==> src/rtl/pc_sequencer_pkg.sv <==
// Shared types for the PC sequencer: FSM states, PC control codes and redirect kinds.
package pc_sequencer_pkg;

  typedef enum logic [2:0] {
    S_RESET = 3'd0,
    S_FETCH = 3'd1,
    S_ISSUE = 3'd2,
    S_EXEC  = 3'd3,
    S_STEP  = 3'd4,
    S_JUMP  = 3'd5
  } state_t;

  typedef enum logic [1:0] {
    PC_HOLD = 2'b00,
    PC_ADD  = 2'b01,
    PC_INC  = 2'b10,
    PC_LOAD = 2'b11
  } pc_ctrl_t;

  typedef enum logic [1:0] {
    REDIR_REL  = 2'b00,
    REDIR_ABS  = 2'b01,
    REDIR_CALL = 2'b10,
    REDIR_RET  = 2'b11
  } redir_t;

endpackage

==> src/rtl/pc_sequencer_if.sv <==
// Bundle of PC, instruction-memory, decode and execute lines around the sequencer.
interface pc_sequencer_if #(
  parameter int a_width = 8,
  parameter int d_width = 16
);
  logic [a_width-1:0] pc_in;
  logic [1:0]         pc_ctrl;
  logic [a_width-1:0] pc_ld;
  logic               pc_clr_n;
  logic               imem_req;
  logic [a_width-1:0] imem_addr;
  logic               imem_ack;
  logic [d_width-1:0] imem_data;
  logic               instr_valid;
  logic [d_width-1:0] instr_out;
  logic               instr_ready;
  logic               exec_done;
  logic               redir_valid;
  logic [1:0]         redir_type;
  logic [a_width-1:0] redir_addr;
  logic               stk_err;

  modport master (
    input  pc_in, imem_ack, imem_data, instr_ready,
           exec_done, redir_valid, redir_type, redir_addr,
    output pc_ctrl, pc_ld, pc_clr_n, imem_req, imem_addr,
           instr_valid, instr_out, stk_err
  );

  modport slave (
    output pc_in, imem_ack, imem_data, instr_ready,
           exec_done, redir_valid, redir_type, redir_addr,
    input  pc_ctrl, pc_ld, pc_clr_n, imem_req, imem_addr,
           instr_valid, instr_out, stk_err
  );
endinterface

==> src/rtl/pc_sequencer_ras_stack.sv <==
// Return-address LIFO: push writes at sp then increments, pop reads sp-1 then decrements.
module ras_stack #(
  parameter int stack_depth = 4,
  parameter int a_width     = 8
) (
  input  logic               clk,
  input  logic               clr,
  input  logic               push,
  input  logic               pop,
  input  logic [a_width-1:0] din,
  output logic [a_width-1:0] dout,
  output logic               full,
  output logic               empty
);
  localparam int PTR_W = $clog2(stack_depth);

  logic [a_width-1:0] mem [stack_depth];
  logic [PTR_W:0]     cnt;
  logic [PTR_W-1:0]   wr_idx;
  logic [PTR_W-1:0]   rd_idx;

  assign wr_idx = cnt[PTR_W-1:0];
  assign rd_idx = wr_idx - PTR_W'(1);
  assign full   = (cnt == (PTR_W+1)'(stack_depth));
  assign empty  = (cnt == '0);
  assign dout   = mem[rd_idx];

  always_ff @(posedge clk) begin
    if (clr) begin
      cnt <= '0;
    end else if (push && !full) begin
      cnt <= cnt + (PTR_W+1)'(1);
    end else if (pop && !empty) begin
      cnt <= cnt - (PTR_W+1)'(1);
    end
  end

  // NOTE: storage has no reset; the count alone decides which entries are live.
  always_ff @(posedge clk) begin
    if (push && !full) mem[wr_idx] <= din;
  end

endmodule

==> src/rtl/pc_sequencer.sv <==
// Serial fetch / issue / execute sequencer driving the PC control lines, with a return stack.
module pc_sequencer
  import pc_sequencer_pkg::*;
#(
  parameter int a_width     = 8,
  parameter int d_width     = 16,
  parameter int stack_depth = 4
) (
  input  logic              clk,
  input  logic              clr,
  pc_sequencer_if.master    bus
);

  state_t             state_q, state_d;
  pc_ctrl_t           pc_ctrl_q, pc_ctrl_d;
  logic [a_width-1:0] pc_ld_q, pc_ld_d;
  logic [a_width-1:0] imem_addr_q, imem_addr_d;
  logic               imem_req_q, imem_req_d;
  logic               instr_valid_q, instr_valid_d;
  logic [d_width-1:0] instr_q, instr_d;
  logic               stk_err_q, stk_err_d;

  logic               ras_push, ras_pop, ras_full, ras_empty;
  logic [a_width-1:0] ras_din, ras_dout;
  redir_t             rtype;

  assign rtype   = redir_t'(bus.redir_type);
  assign ras_din = bus.pc_in + a_width'(1);

  ras_stack #(
    .stack_depth (stack_depth),
    .a_width     (a_width)
  ) u_ras (
    .clk   (clk),
    .clr   (clr),
    .push  (ras_push),
    .pop   (ras_pop),
    .din   (ras_din),
    .dout  (ras_dout),
    .full  (ras_full),
    .empty (ras_empty)
  );

  // Output registers are loaded with the values belonging to the state being entered,
  // so every registered output lines up with state_q.
  // NOTE: every signal gets a default before the case, so no path leaves one unassigned (no latch).
  always_comb begin
    state_d       = state_q;
    pc_ctrl_d     = PC_HOLD;
    pc_ld_d       = pc_ld_q;
    imem_addr_d   = imem_addr_q;
    imem_req_d    = imem_req_q;
    instr_valid_d = instr_valid_q;
    instr_d       = instr_q;
    stk_err_d     = stk_err_q;
    ras_push      = 1'b0;
    ras_pop       = 1'b0;

    case (state_q)
      S_RESET: state_d = S_FETCH;

      // First FETCH cycle latches the freshly updated PC; the request then holds until ack.
      S_FETCH: begin
        if (!imem_req_q) begin
          imem_req_d  = 1'b1;
          imem_addr_d = bus.pc_in;
        end else if (bus.imem_ack) begin
          imem_req_d    = 1'b0;
          instr_d       = bus.imem_data;
          instr_valid_d = 1'b1;
          state_d       = S_ISSUE;
        end
      end

      S_ISSUE: begin
        if (bus.instr_ready) begin
          instr_valid_d = 1'b0;
          state_d       = S_EXEC;
        end
      end

      S_EXEC: begin
        if (bus.redir_valid) begin
          state_d = S_JUMP;
          case (rtype)
            REDIR_REL: begin
              pc_ctrl_d = PC_ADD;
              pc_ld_d   = bus.redir_addr;
            end
            REDIR_ABS: begin
              pc_ctrl_d = PC_LOAD;
              pc_ld_d   = bus.redir_addr;
            end
            REDIR_CALL: begin
              pc_ctrl_d = PC_LOAD;
              pc_ld_d   = bus.redir_addr;
              if (ras_full) stk_err_d = 1'b1;
              else          ras_push  = 1'b1;
            end
            REDIR_RET: begin
              if (ras_empty) begin
                stk_err_d = 1'b1;
                pc_ctrl_d = PC_INC;
              end else begin
                ras_pop   = 1'b1;
                pc_ctrl_d = PC_LOAD;
                pc_ld_d   = ras_dout;
              end
            end
            default: state_d = S_JUMP;
          endcase
        end else if (bus.exec_done) begin
          state_d   = S_STEP;
          pc_ctrl_d = PC_INC;
        end
      end

      S_STEP,
      S_JUMP: state_d = S_FETCH;

      default: state_d = S_RESET;
    endcase
  end

  // NOTE: state registers use non-blocking assignments so all flops update together.
  always_ff @(posedge clk) begin
    if (clr) begin
      state_q       <= S_RESET;
      pc_ctrl_q     <= PC_HOLD;
      pc_ld_q       <= '0;
      imem_addr_q   <= '0;
      imem_req_q    <= 1'b0;
      instr_valid_q <= 1'b0;
      instr_q       <= '0;
      stk_err_q     <= 1'b0;
    end else begin
      state_q       <= state_d;
      pc_ctrl_q     <= pc_ctrl_d;
      pc_ld_q       <= pc_ld_d;
      imem_addr_q   <= imem_addr_d;
      imem_req_q    <= imem_req_d;
      instr_valid_q <= instr_valid_d;
      instr_q       <= instr_d;
      stk_err_q     <= stk_err_d;
    end
  end

  assign bus.pc_ctrl     = pc_ctrl_q;
  assign bus.pc_ld       = pc_ld_q;
  assign bus.pc_clr_n    = ~clr;
  assign bus.imem_req    = imem_req_q;
  assign bus.imem_addr   = imem_addr_q;
  assign bus.instr_valid = instr_valid_q;
  assign bus.instr_out   = instr_q;
  assign bus.stk_err     = stk_err_q;

endmodule

==> src/flat_wrapper.sv <==
// flat-port wrapper written by rule: the top's interface ports become plain ports
module pc_sequencer_flat import pc_sequencer_pkg::*;
#(
  parameter int a_width     = 8,
  parameter int d_width     = 16,
  parameter int stack_depth = 4
)
  (clk, clr, bus_pc_in, bus_imem_ack, bus_imem_data, bus_instr_ready, bus_exec_done, bus_redir_valid, bus_redir_type, bus_redir_addr, bus_pc_ctrl, bus_pc_ld, bus_pc_clr_n, bus_imem_req, bus_imem_addr, bus_instr_valid, bus_instr_out, bus_stk_err);
  pc_sequencer_if #(.a_width(a_width), .d_width(d_width)) bus_i ();
  input  logic clk;
  input  logic clr;
  input wire logic [$bits(bus_i.pc_in)-1:0] bus_pc_in;
  input wire logic [$bits(bus_i.imem_ack)-1:0] bus_imem_ack;
  input wire logic [$bits(bus_i.imem_data)-1:0] bus_imem_data;
  input wire logic [$bits(bus_i.instr_ready)-1:0] bus_instr_ready;
  input wire logic [$bits(bus_i.exec_done)-1:0] bus_exec_done;
  input wire logic [$bits(bus_i.redir_valid)-1:0] bus_redir_valid;
  input wire logic [$bits(bus_i.redir_type)-1:0] bus_redir_type;
  input wire logic [$bits(bus_i.redir_addr)-1:0] bus_redir_addr;
  output wire logic [$bits(bus_i.pc_ctrl)-1:0] bus_pc_ctrl;
  output wire logic [$bits(bus_i.pc_ld)-1:0] bus_pc_ld;
  output wire logic [$bits(bus_i.pc_clr_n)-1:0] bus_pc_clr_n;
  output wire logic [$bits(bus_i.imem_req)-1:0] bus_imem_req;
  output wire logic [$bits(bus_i.imem_addr)-1:0] bus_imem_addr;
  output wire logic [$bits(bus_i.instr_valid)-1:0] bus_instr_valid;
  output wire logic [$bits(bus_i.instr_out)-1:0] bus_instr_out;
  output wire logic [$bits(bus_i.stk_err)-1:0] bus_stk_err;
  assign bus_i.pc_in = bus_pc_in;
  assign bus_i.imem_ack = bus_imem_ack;
  assign bus_i.imem_data = bus_imem_data;
  assign bus_i.instr_ready = bus_instr_ready;
  assign bus_i.exec_done = bus_exec_done;
  assign bus_i.redir_valid = bus_redir_valid;
  assign bus_i.redir_type = bus_redir_type;
  assign bus_i.redir_addr = bus_redir_addr;
  assign bus_pc_ctrl = bus_i.pc_ctrl;
  assign bus_pc_ld = bus_i.pc_ld;
  assign bus_pc_clr_n = bus_i.pc_clr_n;
  assign bus_imem_req = bus_i.imem_req;
  assign bus_imem_addr = bus_i.imem_addr;
  assign bus_instr_valid = bus_i.instr_valid;
  assign bus_instr_out = bus_i.instr_out;
  assign bus_stk_err = bus_i.stk_err;
  pc_sequencer #(.a_width(a_width), .d_width(d_width), .stack_depth(stack_depth)) u_core (.clk(clk), .clr(clr), .bus(bus_i));
endmodule
==> config.mk <==
export PLATFORM = sky130hd
export DESIGN_NAME = pc_sequencer_flat
export DESIGN_NICKNAME = d
export VERILOG_FILES = /design/src/rtl/pc_sequencer_pkg.sv /design/src/rtl/pc_sequencer_if.sv /design/src/rtl/pc_sequencer_ras_stack.sv /design/src/rtl/pc_sequencer.sv /design/src/flat_wrapper.sv
export SDC_FILE = /design/constraint.sdc
export NUM_CORES = 1
export LEC_CHECK = 0
export CAP_MARGIN = 20
export CORE_MARGIN = 2
export CORE_UTILIZATION = 45
export DETAILED_ROUTE_END_ITERATION = 8
export GPL_TIMING_DRIVEN = 0
export PLACE_DENSITY = 0.73
export SYNTH_ARGS = -nofsm -noshare
export SYNTH_HDL_FRONTEND = slang
export SYNTH_HIERARCHICAL = 1
export SYNTH_SLANG_ARGS = --single-unit
==> constraint.sdc <==
create_clock -name clk -period 3.2 [get_ports clk]
set_clock_uncertainty 0.15 [all_clocks]
set_input_delay 0.64 -clock clk [delete_from_list [all_inputs] [get_ports clk]]
set_output_delay 0.64 -clock clk [all_outputs]
set_load 0.05 [all_outputs]
==> metrics.md <==
| Metric | Value |
|---|---|
| Cell count after placement | 469 |
| Area used by sequential logic in the layout | 0.00182 mm^2 |
| Overall die height | 91.0 um |
| Clock edge transition at the registers on the reported setup and hold paths | 70 ps |
| Maximum fanout encountered on the critical timing path | 10 |
| Worst-Skew Late Latency | 330 ps |
| Detailed-route vias per instance | 5.18 |
| Net switching power | 0.507 mW |
| Share of Yosys cell area claimed by the top area cell type | 28.2% |
| CTS Hold Bufs | 0 |
| Cell types with the highest counts after synthesis | 55 x sky130_fd_sc_hd__nand2_1, 43 x sky130_fd_sc_hd__dfxtp_1, 32 x sky130_fd_sc_hd__edfxtp_1, 26 x sky130_fd_sc_hd__mux2i_1, 17 x sky130_fd_sc_hd__a21oi_1 |
| Overall routing resource usage | 18.6% |
| # DRC | 0 |
| Number of enable-type register cells in the synthesized netlist | 32 |
| CTS tree | built |
| Antenna diode count | 0 |
| Starting Density | 46.7% |
| Number of pins exceeding their max-slew limit in the final report | 0 |
| Post-layout min period | 3080 ps |
| Number of standard cells in the final layout excluding fillers | 485 |
| Fill cell total of the finished layout | 620 |
| Arrival time of the worst setup path | 2290 ps |
| Number of distinct library cells after synthesis | 52 |
| Worst-case vdd ir drop | 0.318 mV |
| Mean post-synth cell area | 11.6 um^2 |
| Maximum clock rate | 0.325 GHz |
| Placement Rows | 31 |
| Instance count of the mapped netlist | 293 |
| Boundary Pins | 78 |
| Least-Margin Pin Slew | 535 ps |
| Number of port buffers | 77 |
| Area growth from synthesis to final layout | 32.6% |
| Prevailing post-synth register cell | sky130_fd_sc_hd__dfxtp_1 |
| Category of the critical setup timing path | in -> out |
| Number of global-route vias before repair | 2400 |
| Maximum number of pins on one net before global-route repair | 14 |
| Largest family of logic cells by synthesized area | simple AND/OR/NAND/NOR gates |
| Count of synthesis-stage warnings from yosys | 6 |
| Part of the power in combinational logic | 13.2% |
| First-iteration detailed-routing DRC count | 145 |
| CTS HTree Levels | 3 |
| Most instantiated library cell after synthesis | sky130_fd_sc_hd__nand2_1 |
| Placer's final routability congestion estimate | 0.868 |
| Share of final-layout standard cells stronger than drive strength 1 | 13.0% |
| Die X-Extent | 91.0 um |
| Seq cells post-synth | 75 |
| Fraction of synthesized cell area in xor and xnor cells | 1.80% |
| Area fraction in compound gates after synthesis | 7.61% |
| Final wirelength | 7.61 mm |
| Core footprint | 0.00729 mm^2 |
| Die area | 0.00827 mm^2 |
| Share of synthesized registers carrying an async set or reset | 0% |
| Pre-antenna DRT Iters | 6 |
| CTS Buf Count | 9 |
| Part of the power in registers | 51.1% |
| Share of total power consumed by net switching | 25.2% |
| Area of the mapped netlist | 0.00340 mm^2 |
| Kind of start point of the critical path | input pin |
| Residual overflow from global routing | 0 |
| Total half-perimeter wirelength after legalization and detailed placement | 5.38 mm |
| Net count after synthesis | 342 |
| Pwr/cell area | 445 mW/mm^2 |
| Top post-synthesis cells by area | sky130_fd_sc_hd__edfxtp_1 28%, sky130_fd_sc_hd__dfxtp_1 25%, sky130_fd_sc_hd__mux2i_1 7.6%, sky130_fd_sc_hd__nand2_1 6.1%, sky130_fd_sc_hd__mux4_2 5.3% |
| Share of the yosys chip area belonging to registers | 53.5% |
| Worst path required time | 2410 ps |
| Final ANT Viol Nets | 0 |
| Clock Path Buffers | 2 |
| Fraction of power consumed by the clock network | 35.6% |
| Largest area contributor in the synthesized netlist | sky130_fd_sc_hd__edfxtp_1 |
| Share of the core filled with cells in the final layout | 61.9% |
| Wire length of the first global-routing pass | 12.2 mm |
| Total via count in the routed design | 2510 |
| Number of antenna violations at the first check in global routing | 0 |
| Multi-input gate area in the final layout | 0.00144 mm^2 |
| Fraction of the mapped netlist area in simple logic gates | 15.9% |
| Slew margin rel. | 64.2% |
| Number of setup violations in the final report | 0 |
| Multiplexer area fraction after synthesis | 13.3% |
| Portion of the clock cycle consumed by the worst path in the final layout | 96.2% |
| Power Internal | 1.50 mW |
| Clock sink count | 75 |
| Class of the tightest hold or removal check | reg -> reg |
| Post-Synth Adder-Cell Area | 3.31% |
| Hold violation count in the final report | 0 |
| Critical Path Sink Type | output pin |
| Pleak | 1.58 nW |
| Final-stage net count | 430 |
| Outcome | complete, no violations |
| Cell at the root of the clock tree | sky130_fd_sc_hd__clkbuf_8 |
| Wire length per cell after detailed routing | 15.7 um |
| Count of maximum capacitance violations | 0 |
[area by class of cell]
class | count | area share (%)
tap | 99 | 2.74
inverter | 9 | 0.748
clock inverter | 3 | 0.388
multi-input combinational | 192 | 31.9
buffer | 17 | 2.77
clock buffer | 13 | 3.99
timing repair buffer | 77 | 17.0
sequential | 75 | 40.4
[power groups by stage]
| stage | combinational, mW | clock, mW | sequential (mW) |
|---|---|---|---|
| after global placement | 0.263 | 0 | 1.05 |
| after floorplan | 0.0954 | 0 | 1.11 |
| after CTS | 0.267 | 0.733 | 1.03 |
| after detailed placement | 0.266 | 0 | 1.05 |
| after global routing | 0.283 | 0.776 | 1.03 |
| final | 0.266 | 0.717 | 1.03 |
[per-stage QoR]
stage | instance area (um^2) | setup WS, ps | hold slack, ps | power (mW) | TNS (ps)
finish | 4510 | 120 | 307 | 2.01 | 0
global route | 4510 | -0.852 | 336 | 2.09 | -0.852
CTS | 4500 | 68.6 | 305 | 2.03 | 0
detailed placement | 4300 | -158 | 295 | 1.32 | -227
global placement | 4300 | -150 | 290 | 1.31 | -150
floorplan | 3400 | 436 | 369 | 1.20 | 0
[routing by layer]
layer,track usage (%),share of wire (%),routed length [um],up-vias
met1,24.9,45,3410,1203
li1,-,-,-,1228
met4,5.81,1.1,84,0
met5,0,0,0,-
met2,30.1,50,3770,71
met3,4.32,4.6,347,8
[registers in the layout, summed over array words and instances, names as in the netlist]
register / cells
u_core/state_q: 3
u_core/bus.instr_out: 16
u_core/bus.instr_valid: 1
u_core/bus.pc_ctrl: 2
u_core/u_ras/mem: 32
u_core/bus.stk_err: 1
u_core/bus.pc_ld: 8
u_core/bus.imem_req: 1
u_core/u_ras/cnt: 3
u_core/bus.imem_addr: 8
[repair_timing]
action                                  4_1_cts  5_1_grt
endpoints found under the setup margin        3        2
resized for setup                             2        4
setup buffers                                 0        0
gates cloned                                  0        0
pin swaps                                     0        0
[placed cells by master, fill, tap and decap left out, types with 4 or more instances in the layout]
cell and count:
sky130_fd_sc_hd__clkdlybuf4s50_1 76, sky130_fd_sc_hd__nand2_1 54, sky130_fd_sc_hd__dfxtp_1 42, sky130_fd_sc_hd__edfxtp_1 32, sky130_fd_sc_hd__mux2i_1 26, sky130_fd_sc_hd__a21oi_1 17
sky130_fd_sc_hd__clkbuf_8 12, sky130_fd_sc_hd__a211oi_1 10, sky130_fd_sc_hd__ha_1 9, sky130_fd_sc_hd__inv_1 8, sky130_fd_sc_hd__mux4_2 8, sky130_fd_sc_hd__nor2_1 7
sky130_fd_sc_hd__nand3_1 6, sky130_fd_sc_hd__xnor2_1 6, sky130_fd_sc_hd__clkbuf_1 5, sky130_fd_sc_hd__and3_1 5, sky130_fd_sc_hd__buf_6 5, sky130_fd_sc_hd__buf_2 4
[kinds of logic (layout without fill, tap and decap cells)]
| logic type | count (synthesis) | after routing |
|---|---|---|
| multiplexers | 35 | 35 |
| AND/OR/NAND/NOR | 102 | 102 |
| buffers and inverters | 26 | 119 |
| adder cells (fa/ha/maj) | 9 | 9 |
| AO/OA/AOI/OAI | 39 | 39 |
| XOR/XNOR | 7 | 7 |
| flip-flops | 75 | 75 |
[path summary, 6_finish.rpt]
path                                                            from                                    to  slack (ps)  cells past startpoint
worst min register to register  u_core/bus.imem_addr[7]$_SDFFE_PP0P_  u_core/bus.imem_addr[7]$_SDFFE_PP0P_         310                      2
worst min-delay path            u_core/bus.imem_addr[7]$_SDFFE_PP0P_  u_core/bus.imem_addr[7]$_SDFFE_PP0P_         310                      2
worst max-delay path                                             clr                          bus_pc_clr_n         120                      5
worst max register to register      u_core/u_ras/cnt[0]$_SDFFE_PP0P_      u_core/u_ras/cnt[1]$_SDFFE_PP0P_         200                     13
[critical path: stages]
cell	delay, ps
sky130_fd_sc_hd__clkdlybuf4s50_1	530
sky130_fd_sc_hd__clkbuf_2	210
sky130_fd_sc_hd__clkinv_1	200
sky130_fd_sc_hd__buf_2	250
sky130_fd_sc_hd__dlygate4sd2_1	440
Note: power is estimated with default switching activity, not from simulation.
==> patch, RTL diff (config.mk and constraints unchanged) <==
The 6 states of `state_t` get a Gray code encoding in 3 bits.
--- a/src/rtl/pc_sequencer_pkg.sv
+++ b/src/rtl/pc_sequencer_pkg.sv
@@ -4,8 +4,8 @@
   typedef enum logic [2:0] {
-    S_RESET = 3'd0,
-    S_FETCH = 3'd1,
-    S_ISSUE = 3'd2,
-    S_EXEC  = 3'd3,
-    S_STEP  = 3'd4,
-    S_JUMP  = 3'd5
+    S_RESET = 3'b000,
+    S_FETCH = 3'b001,
+    S_ISSUE = 3'b011,
+    S_EXEC  = 3'b010,
+    S_STEP  = 3'b110,
+    S_JUMP  = 3'b111
   } state_t;
Function: no difference found for any inputs over 10 cycles, from zero or initial values; not proved beyond that.
==> patch against the unedited design <==
  * Critical path depth rose by 7
  * Combinational power decreased by 3%
  * Area after synthesis shrank 0.51%
  * Setup slack improved by 0.094 ns
  * Power about the same
  * Sequential cell count unchanged
  * Count of clock-buffer cells in the layout decreased by 3
  * Global-route usage down 0.47 points
  * Non-clock buffer count unchanged
  * Routed wire length is 5.7% lower
  * Sequential power is essentially flat
  * Final area down 0.44%
  * Maximum frequency rose by 3.1%
  * Via count down 2.2%
==> patch: results (changes against the unedited design) <==
TritonCTS buffer count: 9 (unchanged)
Met1 WL: 3.25 mm (-4.8%)
R2R Setup Slk: 0.21 ns
Finished Layout Cells: 483 (-0.41%)
Slew margin rel.: 0.509 (-0.133)
Top cells by area, synth: edfxtp_1, dfxtp_1, mux2i_1
R2r worst-path depth: 12 (-1)
Setup Buffers After CTS: 0 (unchanged)
Initial DRC Count: 101 (-30%)
CP max-delay cell: dfxtp_2
Crit-path leading delay family: simple AND/OR/NAND/NOR gates
Vias per inst: 5.08 (-1.8%)
Register area share after synthesis: 0.538 (+0.00277)
Metal3 WL: 413 um (+19%)
NumNets Final: 428 (-0.47%)
Met1 usage in global routing: 0.232 (-0.0175)
Met2 wire length: 3.49 mm (-7.5%)
Dpl hpwl: 5.10 mm (-5.1%)
Final WL: 7.18 mm (-5.7%)
Min-Delay Endpoint: u_core/bus.imem_addr[1]
Initial antenna violation count: 0 (unchanged)
Status: complete, no violations
CP Launch Point: u_core/u_ras/cnt[0]
Tot GR Track Use: 0.181 (-0.00471)
Post-synth EDFFs: 32 (unchanged)
Global placement routability congestion: 0.793 (-8.6%)
Met2 Use GR: 0.297 (-0.00398)
Post-Place Cells: 467 (-0.43%)
Fillers: 614 (-0.97%)
Max Freq: 335 MHz (+3.1%)
Grt met3 use: 0.0601 (+0.0169)
Largest area contributor in the netlist: edfxtp_1
Hold_sp: u_core/bus.imem_addr[1]
Syn_nets: 340 (-0.58%)
Lkg Pwr: 1.57 nW (-0.69%)
WP data arrival: 3.04 ns (+0.75 ns)
Largest net degree at the start of global routing: 14 (unchanged)
Switching pwr: 0.000503 W (-0.88%)
Cell variety after synth: 47 (-9.6%)
Peak VDD IR: 0.267 mV (-16%)
Worst hold-check path type: flip-flop to flip-flop
Post-cts sizing count: 1 (-1)
Layout cells sized above 1: 0.122 (-0.00714)
Placement Setup Slack: -0.269 ns (-0.111 ns)
Largest stage delay, worst path: 0.42 ns (-0.11 ns)
Syn avg cell area: 11.6 um2 (+0.17%)
R2R Path End: u_core/u_ras/cnt[1]
First-pass GRT wire length: 11.9 mm (-2.2%)
Vias in the first global route: 2,468 (+2.8%)
Post-synth top cells: nand2_1, dfxtp_1, edfxtp_1
Max reg flops: 32 (unchanged)
Pre-antenna DRT Iters: 4 (-2)
==> patch: cells by family after synthesis <==
family,synth area share
AND/OR/NAND/NOR,0.157
flip-flops,0.538
AO/OA/AOI/OAI,0.0761
multiplexers,0.130
buffers and inverters,0.0466
adder cells (fa/ha/maj),0.0333
XOR/XNOR,0.0181
==> patch: worst max-delay path by stage <==
| stage | to | depth (start not counted) |
|---|---|---|
| global placement | bus_pc_clr_n | 4 |
| detailed placement | bus_pc_clr_n | 4 |
| CTS | u_core/u_ras/cnt[2] | 13 |
| floorplan | u_core/u_ras/cnt[2] | 13 |
| finish | u_core/u_ras/cnt[1] | 12 |
| global route | u_core/u_ras/cnt[1] | 12 |
==> patch: power groups by stage <==
stage / clock [W] / sequential [W] / combinational [W]
2_1_floorplan: 0 / 0.00111 / 0.0000902
3_3_place_gp: 0 / 0.00105 / 0.000255
3_5_place_dp: 0 / 0.00105 / 0.000259
4_1_cts: 0.000749 / 0.00103 / 0.000260
5_1_grt: 0.000791 / 0.00103 / 0.000278
6_report: 0.000726 / 0.00103 / 0.000258
==> patch: final cells by class <==
cell class                 count  area [um2]  area share
sequential                    75        1820       0.406
inverter                       9        33.8     0.00752
tap                           99         124      0.0276
multi-input combinational    190        1420       0.315
clock inverter                 6        65.1      0.0145
buffer                        17         128      0.0284
timing repair buffer          77         766       0.170
clock buffer                  10         138      0.0306
==> patch: stage by stage <==
step	utilization	power, W	hold WS (ns)	area, um2
after detailed placement	0.590	0.00131	0.295	4280
final	0.620	0.00201	0.310	4490
after floorplan	-	0.00120	0.364	3390
after global placement	0.590	0.00130	0.291	4280
after CTS	0.618	0.00204	0.314	4480
after global routing	0.620	0.00210	0.340	4490
==> patch: worst min-delay path: stages, from the launching register on <==
cell     delay, ns
dfxtp_1       0.31
nand2_1       0.05
a21oi_1       0.05
